File: config.mk
export PLATFORM = sky130hd
export DESIGN_NAME = timing_engine_ctrl
export DESIGN_NICKNAME = d
export VERILOG_FILES = /design/src/rtl/timing_engine_pkg.sv /design/src/rtl/te_sat_counter.sv /design/src/rtl/timing_engine_ctrl.sv
export SDC_FILE = /design/constraint.sdc
export NUM_CORES = 1
export LEC_CHECK = 0
export CORE_ASPECT_RATIO = 0.7
export CORE_MARGIN = 10
export CORE_UTILIZATION = 50
export CTS_BUF_LIST = sky130_fd_sc_hd__clkbuf_4
export CTS_CLUSTER_DIAMETER = 50
export DETAILED_ROUTE_END_ITERATION = 10
export PLACE_DENSITY = 0.71
export SYNTH_ARGS = -nofsm -noshare
export SYNTH_HDL_FRONTEND = slang
export SYNTH_SLANG_ARGS = --single-unit
export TNS_END_PERCENT = 30
File: constraint.sdc
create_clock -name ck -period 3.03 [get_ports ck]
set_clock_uncertainty 0.1 [all_clocks]
set_input_delay 0.606 -clock ck [delete_from_list [all_inputs] [get_ports ck]]
set_output_delay 0.606 -clock ck [all_outputs]
set_load 0.005 [all_outputs]
File: src/rtl/timing_engine_pkg.sv
// rtl/timing_engine_pkg.sv - shared state/error types and default timing for the timing-engine controller
package timing_engine_pkg;

  typedef enum logic [2:0] {
    IDLE      = 3'd0,
    PLL_WAIT  = 3'd1,
    SETTLE    = 3'd2,
    SYNC_WAIT = 3'd3,
    ACTIVE    = 3'd4,
    SHUTDOWN  = 3'd5,
    ERROR     = 3'd6
  } te_state_e;

  typedef enum logic [1:0] {
    ERR_NONE         = 2'd0,
    ERR_LOCK_TIMEOUT = 2'd1,
    ERR_LOCK_LOST    = 2'd2,
    ERR_ECHO_TIMEOUT = 2'd3
  } te_err_e;

  localparam int DEF_LOCK_TIMEOUT_CYC = 256;
  localparam int DEF_SETTLE_CYC       = 64;
  localparam int DEF_ACK_TIMEOUT_CYC  = 16;

  // Largest of three cycle limits; sizes the shared counter width.
  function automatic int te_max3(input int a, input int b, input int c);
    int m;
    m = (a > b) ? a : b;
    return (m > c) ? m : c;
  endfunction

endpackage

File: src/rtl/te_sat_counter.sv
// rtl/te_sat_counter.sv - saturating cycle counter with terminal-count compare
module te_sat_counter #(
  parameter int CNT_W = 9
) (
  input  logic             ck,
  input  logic             arst,
  input  logic             clear,
  input  logic             enable,
  input  logic [CNT_W-1:0] term,
  output logic             hit
);

  logic [CNT_W-1:0] count;

  // Count up while enabled, stick at all-ones so a long dwell never wraps back into range.
  always_ff @(posedge ck or posedge arst) begin
    if (arst) begin
      count <= '0;
    end else if (clear) begin
      count <= '0;
    end else if (enable && (count != '1)) begin
      count <= count + 1'b1;
    end
  end

  assign hit = (count == term);

endmodule

File: src/rtl/timing_engine_ctrl.sv
// rtl/timing_engine_ctrl.sv - PLL power-up, settle and RX-enable sequencer toward the radio sync flops
module timing_engine_ctrl
  import timing_engine_pkg::*;
#(
  parameter int LOCK_TIMEOUT_CYC = DEF_LOCK_TIMEOUT_CYC,
  parameter int SETTLE_CYC       = DEF_SETTLE_CYC,
  parameter int ACK_TIMEOUT_CYC  = DEF_ACK_TIMEOUT_CYC
) (
  input  logic       ck,
  input  logic       arst,
  input  logic       radio_on_req,
  input  logic       rx_mode,
  input  logic       pll_lock,
  input  logic       radioEnableSynced,
  input  logic       radioRxEnSynced,
  output logic       pll_en,
  output logic       pllSettled,
  output logic       tArstFs,
  output logic       ready,
  output logic [1:0] err_code,
  output logic [2:0] state_o
);

  localparam int CNT_W = $clog2(te_max3(LOCK_TIMEOUT_CYC, SETTLE_CYC, ACK_TIMEOUT_CYC)) + 1;

  te_state_e        state, next_state;
  te_err_e          next_err;
  logic [CNT_W-1:0] cnt_term;
  logic             cnt_hit, mis_hit;
  logic             state_chg, mismatch, mis_clear;

  assign state_chg = (next_state != state);
  assign mismatch  = (radioRxEnSynced != tArstFs);
  assign mis_clear = state_chg || !mismatch || (state != ACTIVE);
  assign state_o   = state;

  // Dwell limit for the state-time counter depends on which wait we are in.
  always_comb begin
    cnt_term = CNT_W'(ACK_TIMEOUT_CYC - 1);
    if (state == PLL_WAIT) cnt_term = CNT_W'(LOCK_TIMEOUT_CYC - 1);
    else if (state == SETTLE) cnt_term = CNT_W'(SETTLE_CYC - 1);
  end

  te_sat_counter #(.CNT_W(CNT_W)) u_state_cnt (
    .ck     (ck),
    .arst   (arst),
    .clear  (state_chg),
    .enable (1'b1),
    .term   (cnt_term),
    .hit    (cnt_hit)
  );

  te_sat_counter #(.CNT_W(CNT_W)) u_mis_cnt (
    .ck     (ck),
    .arst   (arst),
    .clear  (mis_clear),
    .enable (mismatch),
    .term   (CNT_W'(ACK_TIMEOUT_CYC - 1)),
    .hit    (mis_hit)
  );

  // Next state and error cause; request drop beats lock loss beats echo timeout.
  always_comb begin
    next_state = state;
    next_err   = ERR_NONE;
    case (state)
      IDLE: begin
        if (radio_on_req) next_state = PLL_WAIT;
      end
      PLL_WAIT: begin
        if (!radio_on_req) next_state = IDLE;
        else if (pll_lock) next_state = SETTLE;
        else if (cnt_hit) begin
          next_state = ERROR;
          next_err   = ERR_LOCK_TIMEOUT;
        end
      end
      SETTLE: begin
        if (!radio_on_req) next_state = IDLE;
        else if (!pll_lock) next_state = PLL_WAIT;
        else if (cnt_hit) next_state = SYNC_WAIT;
      end
      SYNC_WAIT: begin
        if (!radio_on_req) next_state = SHUTDOWN;
        else if (!pll_lock) begin
          next_state = ERROR;
          next_err   = ERR_LOCK_LOST;
        end else if (radioEnableSynced) next_state = ACTIVE;
        else if (cnt_hit) begin
          next_state = ERROR;
          next_err   = ERR_ECHO_TIMEOUT;
        end
      end
      ACTIVE: begin
        if (!radio_on_req) next_state = SHUTDOWN;
        else if (!pll_lock) begin
          next_state = ERROR;
          next_err   = ERR_LOCK_LOST;
        end else if (!radioEnableSynced || (mismatch && mis_hit)) begin
          next_state = ERROR;
          next_err   = ERR_ECHO_TIMEOUT;
        end
      end
      SHUTDOWN: begin
        if (!radioEnableSynced && !radioRxEnSynced) next_state = IDLE;
        else if (cnt_hit) begin
          next_state = ERROR;
          next_err   = ERR_ECHO_TIMEOUT;
        end
      end
      ERROR: begin
        if (!radio_on_req) next_state = IDLE;
        else next_err = te_err_e'(err_code);
      end
      default: next_state = IDLE;
    endcase
  end

  // State and outputs registered together; outputs decode the next state so they line up with it.
  always_ff @(posedge ck or posedge arst) begin
    if (arst) begin
      state      <= IDLE;
      pll_en     <= 1'b0;
      pllSettled <= 1'b0;
      tArstFs    <= 1'b0;
      ready      <= 1'b0;
      err_code   <= 2'd0;
    end else begin
      state      <= next_state;
      pll_en     <= (next_state != IDLE) && (next_state != ERROR);
      pllSettled <= (next_state == SYNC_WAIT) || (next_state == ACTIVE);
      tArstFs    <= (next_state == ACTIVE) && rx_mode;
      ready      <= (next_state == ACTIVE);
      err_code   <= (next_state == ERROR) ? next_err : 2'd0;
    end
  end

endmodule

==> results of run 1 <==
==> logic make-up (layout without fill, tap and decap cells) <==
| logic type | count (synthesis) | after routing | synth area share [%] |
|---|---|---|---|
| compound gates | 28 | 28 | 14.5 |
| xor+xnor | 15 | 15 | 8.00 |
| fa+ha+maj | 4 | 4 | 3.05 |
| buf+inv | 14 | 35 | 3.88 |
| flops | 27 | 27 | 41.1 |
| mux | 6 | 6 | 3.73 |
| simple gates | 76 | 76 | 25.7 |
==> path summary, 6_finish.rpt <==
check	slack [ns]	cells after the start	end
min in group asynchronous	0.51	3	u_mis_cnt.count[0]
worst min register to register	0.42	1	err_code[0]
worst max-delay path	0.35	8	u_mis_cnt.count[6]
worst min-delay path	0.42	1	err_code[0]
worst max register to register	0.44	8	u_mis_cnt.count[6]
max in group asynchronous	2.07	3	ready
==> cell type report <==
cell class,instances,area (um2)
inverters,7,26.3
repair buffers,24,218
flip-flops and latches,27,676
clock buffers,3,22.5
multi-input cells,129,903
well taps,38,47.5
fillers,275,1250
clock inverters,1,5.00
==> layer usage <==
| layer | vias up | global-route usage [%] |
|---|---|---|
| li1 | 670 | - |
| met4 | 0 | 3.21 |
| met5 | - | 0 |
| met3 | 6 | 4.63 |
| met1 | 668 | 18.5 |
| met2 | 54 | 19.0 |
==> state kept, by name, indices dropped and copies added (netlist names) <==
signal and flops:
state_o 3, pll_en 1, ready 1, pllSettled 1
u_state_cnt.count 9, u_mis_cnt.count 9, err_code 2, tArstFs 1
==> where the power goes <==
| part | internal (W) | switching, W |
|---|---|---|
| registers | 0.000417 | 0.0000323 |
| logic | 0.000308 | 0.000406 |
| clock network | 0.0000496 | 0.000110 |
| total | 0.000775 | 0.000548 |
==> cells in the mapped netlist, types with 2 or more instances <==
cell	number	area (um2)
nand3b_1	3	22.5
inv_1	7	26.3
nor3b_1	2	15.0
a211oi_1	2	15.0
a21oi_1	4	20.0
mux2i_1	5	50.1
clkbuf_1	2	7.51
and3_1	3	18.8
buf_2	2	10.0
nand2_1	10	37.5
ha_1	4	50.1
dfrtp_1	27	676
a211o_1	4	35.0
nor2b_1	4	25.0
nand3_1	8	40.0
nor4bb_1	2	20.0
or2_2	3	18.8
o21ai_0	4	20.0
nor3_1	13	65.1
nand2b_1	2	12.5
nor2_1	11	41.3
xor2_1	7	61.3
nor4_1	10	62.6
xnor2_1	8	70.1
==> stage by stage <==
stage / power (W) / hold slack, ns
floorplan: 0.000935 / 0.384
global placement: 0.00115 / 0.380
detailed placement: 0.00116 / 0.397
CTS: 0.00133 / 0.430
global route: 0.00142 / 0.470
finish: 0.00132 / 0.424
==> worst max-delay path, cell delays in order <==
cell and delay (ns):
clkdlybuf4s50_1 0.63, nand2_1 0.10, a41oi_1 0.27, a21oi_1 0.16
a211oi_1 0.49, nand3_1 0.19, buf_4 0.21, nor3_1 0.18
==> metrics.md, run 1 <==
| Metric | Value |
|---|---|
| Clock slew at reported path FFs | 0.15 ns |
| Setup Fix Bufs, Post-CTS | 0 |
| Worst Max-Slew Pin Slew | 0.598 ns |
| Die outline height | 68.0 um |
| Fin. max-slew vios | 0 |
| Post-synth EDFFs | 0 |
| Initial antenna violation count | 0 |
| Max Root-Sink Buffers | 2 |
| Crit path kind | input pin to register |
| Met2 wire length | 1480 um |
| Routed wl met3 | 359 um |
| Post-synthesis sequential area ratio | 41.1% |
| Final core occ | 60.3% |
| Chip Width | 88.5 um |
| R2r startpoint | state_o[1] |
| Crit path setup slack, layout | 0.354 ns |
| CTS Sinks | 27 |
| Post-DP HPWL | 2770 um |
| Total number of vias | 1398 |
| Post-DR wirelength/cell | 16.2 um |
| Placed instance count | 225 |
| Min-delay src | err_code[0] |
| Port buffer count | 15 |
| Layout net count | 203 |
| Highest metal used | met4 |
| Yosys warns | 0 |
| Syn Std Cell Area | 0.00164 mm2 |
| Final-report hold violation count | 0 |
| Status | finished clean |
| Crit-path max FO | 8 |
| Leakage | 0.803 nW |
| Final cell count without fillers | 229 |
| Vias per std cell | 6.10 |
| Fraction of layout cells with a size suffix above 1 | 13.1% |
| F_max | 374 MHz |
| Cells after Synth | 170 |
| Cell area after layout | 0.00190 mm2 |
| CTS-repair resized insts | 0 |
| CP Launch Type | input pin |
| PwrDens | 697 mW/mm2 |
| Worst slack, placed | 0.0878 ns |
| Routed wire length | 3700 um |
| Async SR Flop Fraction | 100% |
| Syn avg cell area | 9.66 um2 |
| First-pass GRT wire length | 6370 um |
| Area Overhead vs Synth | 15.5% |
| Final Cycle Share | 88.3% |
| Vias in the first global route | 1333 |
| FF+latch count, synth | 27 |
| Launch point of the worst path | pll_lock |
| Top_reg_cell synth | dfrtp_1 |
| Hold_buf cts | 0 |
| GRT overflow | 0 |
| Crit. End Element | register |
| Crit path DAT | 2.83 ns |
| Diode count | 0 |
| Most frequent cells in the layout | dfrtp_1 (27), clkdlybuf4s50_1 (15), nor3_1 (13) |
| Clock H-tree levels | 1 |
| Die Area | 0.00602 mm2 |
| Root Buffer | clkbuf_4 |
| First DRT Iteration DRCs | 154 |
| Met1 Wirelength | 1810 um |
| Total track usage | 13.2% |
| Period minus WS final | 2.68 ns |
| Worst relative slew slack | 59.6% |
| Antenna-violating nets left | 0 |
| Dpl cell area | 0.00187 mm2 |
| Core ar. | 0.00315 mm2 |
| Final Wtd Congestion | 0.902 |
| # setup viols final | 0 |
| CTS tree | done |
| WP data required | 3.19 ns |
| Max_cap viols | 0 |
| Pre-antenna DRT Iters | 4 |
| Commonest non-fill, non-tap cell in the layout | dfrtp_1 |
| Largest net degree at the start of global routing | 28 |
| Worst-Skew Late Latency | 0.33 ns |
| Setup TNS | 0 ns |
| Syn_nets | 181 |
| Post-synthesis cell type count | 47 |
| RSZ-0062 raised after global routing | false |
| Initial core utilization | 52.2% |
| # IOs | 16 |
| Hold Crit Class | register to register |
| Number of core rows | 17 |
| CTS buffer count | 3 |
| Worst VDD drop | 0.445 mV |
| Post-route DRC | 0 |
Note: power is estimated with default switching activity, not from simulation.
==> run 2: changes to the inputs <==
Settings changed: CORE_UTILIZATION 50 to 40, CTS_BUF_LIST sky130_fd_sc_hd__clkbuf_4 to sky130_fd_sc_hd__clkbuf_8, PLACE_DENSITY 0.71 to 0.59.
==> run 2 against run 1 <==
Effect of this change: maximum frequency fell by 1.4%; power rose by 2.1%; largest cell class unchanged; first-iteration DRC count fell by 44%; highest routed layer unchanged; largest power group unchanged; core utilization fell by 12 points; sequential cell count did not move; worst hold slack got worse by 0.011 ns; register-to-register slack got worse by 0.12 ns; non-clock buffer count fell by 4; count of clock-buffer cells in the layout did not move; die area rose by 18%; sequential power barely moved; sequential share of layout area fell by 0.19 points.
==> metrics.md, run 2 (synthesis results as in run 1) <==
| Metric | Value |
|---|---|
| Total track usage | 11.4% |
| Diode count | 0 |
| Worst relative slew slack | 63.9% |
| CP Launch Type | register |
| Number of core rows | 19 |
| Hold_buf cts | 0 |
| First-pass GRT wire length | 6580 um |
| Antenna-violating nets left | 0 |
| Multi-input combinational cell area | 903 um2 |
| FF+latch area | 676 um2 |
| Max Root-Sink Buffers | 2 |
| Status | finished clean |
| Reg2reg setup slack | 0.32 ns |
| Min-delay src | err_code[0] |
| Largest net degree at the start of global routing | 28 |
| Crit. End Element | register |
| PwrDens | 708 mW/mm2 |
| Die Area | 0.00711 mm2 |
| RSZ-0062 raised after global routing | false |
| CTS tree | done |
| Post-DR wirelength/cell | 15.6 um |
| Vias in the first global route | 1295 |
| Pwr Total | 0.00135 W |
| GRT overflow | 0 |
| # setup viols final | 0 |
| # IOs | 16 |
| Crit path DAT | 2.82 ns |
| CTS Sinks | 27 |
| Reg-to-Reg End | pllSettled |
| Core ar. | 0.00395 mm2 |
| Final Wtd Congestion | 0.904 |
| Layout net count | 199 |
| Crit path kind | register to register |
| Total number of vias | 1345 |
| Clock H-tree levels | 1 |
| Reg2Reg Depth | 6 |
| Fraction of layout cells with a size suffix above 1 | 11.2% |
| CTS-repair resized insts | 0 |
| Initial core utilization | 41.6% |
| Initial antenna violation count | 0 |
| Fin. max-slew vios | 0 |
| Clock slew at reported path FFs | 0.10 ns |
| WP data required | 3.14 ns |
| Final Cycle Share | 89.5% |
| Pre-antenna DRT Iters | 4 |
| Final-report hold violation count | 0 |
| Port buffer count | 15 |
| Worst Max-Slew Pin Slew | 0.535 ns |
| Cell area after layout | 0.00191 mm2 |
| Die outline height | 73.6 um |
| Root Buffer | clkbuf_8 |
| Hold WS | 0.413 ns |
| Setup TNS | 0 ns |
| First DRT Iteration DRCs | 86 |
| Period minus WS final | 2.71 ns |
| Dpl cell area | 0.00186 mm2 |
| Worst-Skew Late Latency | 0.28 ns |
| Hold Path Sink | err_code[0] |
| Post-DP HPWL | 2800 um |
| Chip Width | 96.6 um |
| R2r startpoint | state_o[1] |
| Leakage | 0.793 nW |
| CTS buffer count | 3 |
| Setup Fix Bufs, Post-CTS | 0 |
| Max_cap viols | 0 |
| Post-route DRC | 0 |
| Commonest non-fill, non-tap cell in the layout | dfrtp_1 |
| Hold Crit Depth | 1 |
| Routed wire length | 3740 um |
| Most frequent cells in the layout | dfrtp_1 (27), clkdlybuf4s50_1 (15), nor3_1 (13) |
| Hold Crit Class | register to register |
| Worst VDD drop | 0.300 mV |
| Vias per std cell | 5.63 |
| Filler cells | 380 |
| Area Overhead vs Synth | 16.1% |
| Crit-path max FO | 14 |
| F_max | 369 MHz |
run 2: per-layer routing:
layer | wire length (um) | global-route usage [%] | share of wire [%]
met5 | 0 | 0 | 0
met4 | 18 | 1.93 | 0.48
met3 | 303 | 4.17 | 8.1
met2 | 1510 | 15.7 | 40
met1 | 1900 | 16.5 | 51
run 2: worst max path at each step:
stage	slack (ns)	from	end	depth (start not counted)
finish	0.32	state_o[1]	pllSettled	6
global route	0.05	state_o[1]	u_mis_cnt.count[0]	6
CTS	0.32	state_o[1]	u_mis_cnt.count[0]	6
detailed placement	0.08	radio_on_req	u_state_cnt.count[5]	6
global placement	0.16	pll_lock	u_mis_cnt.count[0]	7
floorplan	0.61	state_o[1]	u_mis_cnt.count[1]	7
run 2: critical path: stages, from the launching register on:
cell and delay (ns):
dfrtp_1 0.39, nor3b_1 0.46, mux2_2 0.41, a211o_2 0.41, a211o_1 0.38, nand3_2 0.26
mux2i_1 0.22
run 2: final cells by class:
type                            instances  share of cell area, %
Multi-Input combinational cell        129                   47.3
Sequential cell                        27                   35.4
Timing Repair Buffer                   20                   9.84
Tap cell                               52                   3.41
Clock buffer                            3                   2.16
Inverter                                7                   1.38
Clock inverter                          1                  0.459
run 2: metrics by stage:
stage | std cells | utilization, % | setup WS (ns)
floorplan | 170 | - | 0.613
detailed placement | 235 | 47.1 | 0.0836
CTS | 239 | 48.4 | 0.324
finish | 239 | 48.4 | 0.318
global placement | 235 | 47.1 | 0.164
global route | 239 | 48.4 | 0.0452
run 2: where the power goes:
group	internal, W	switching (W)	total [W]
Combinational	0.000281	0.000400	0.000680
Clock	0.0000968	0.000123	0.000220
Sequential	0.000418	0.0000330	0.000451
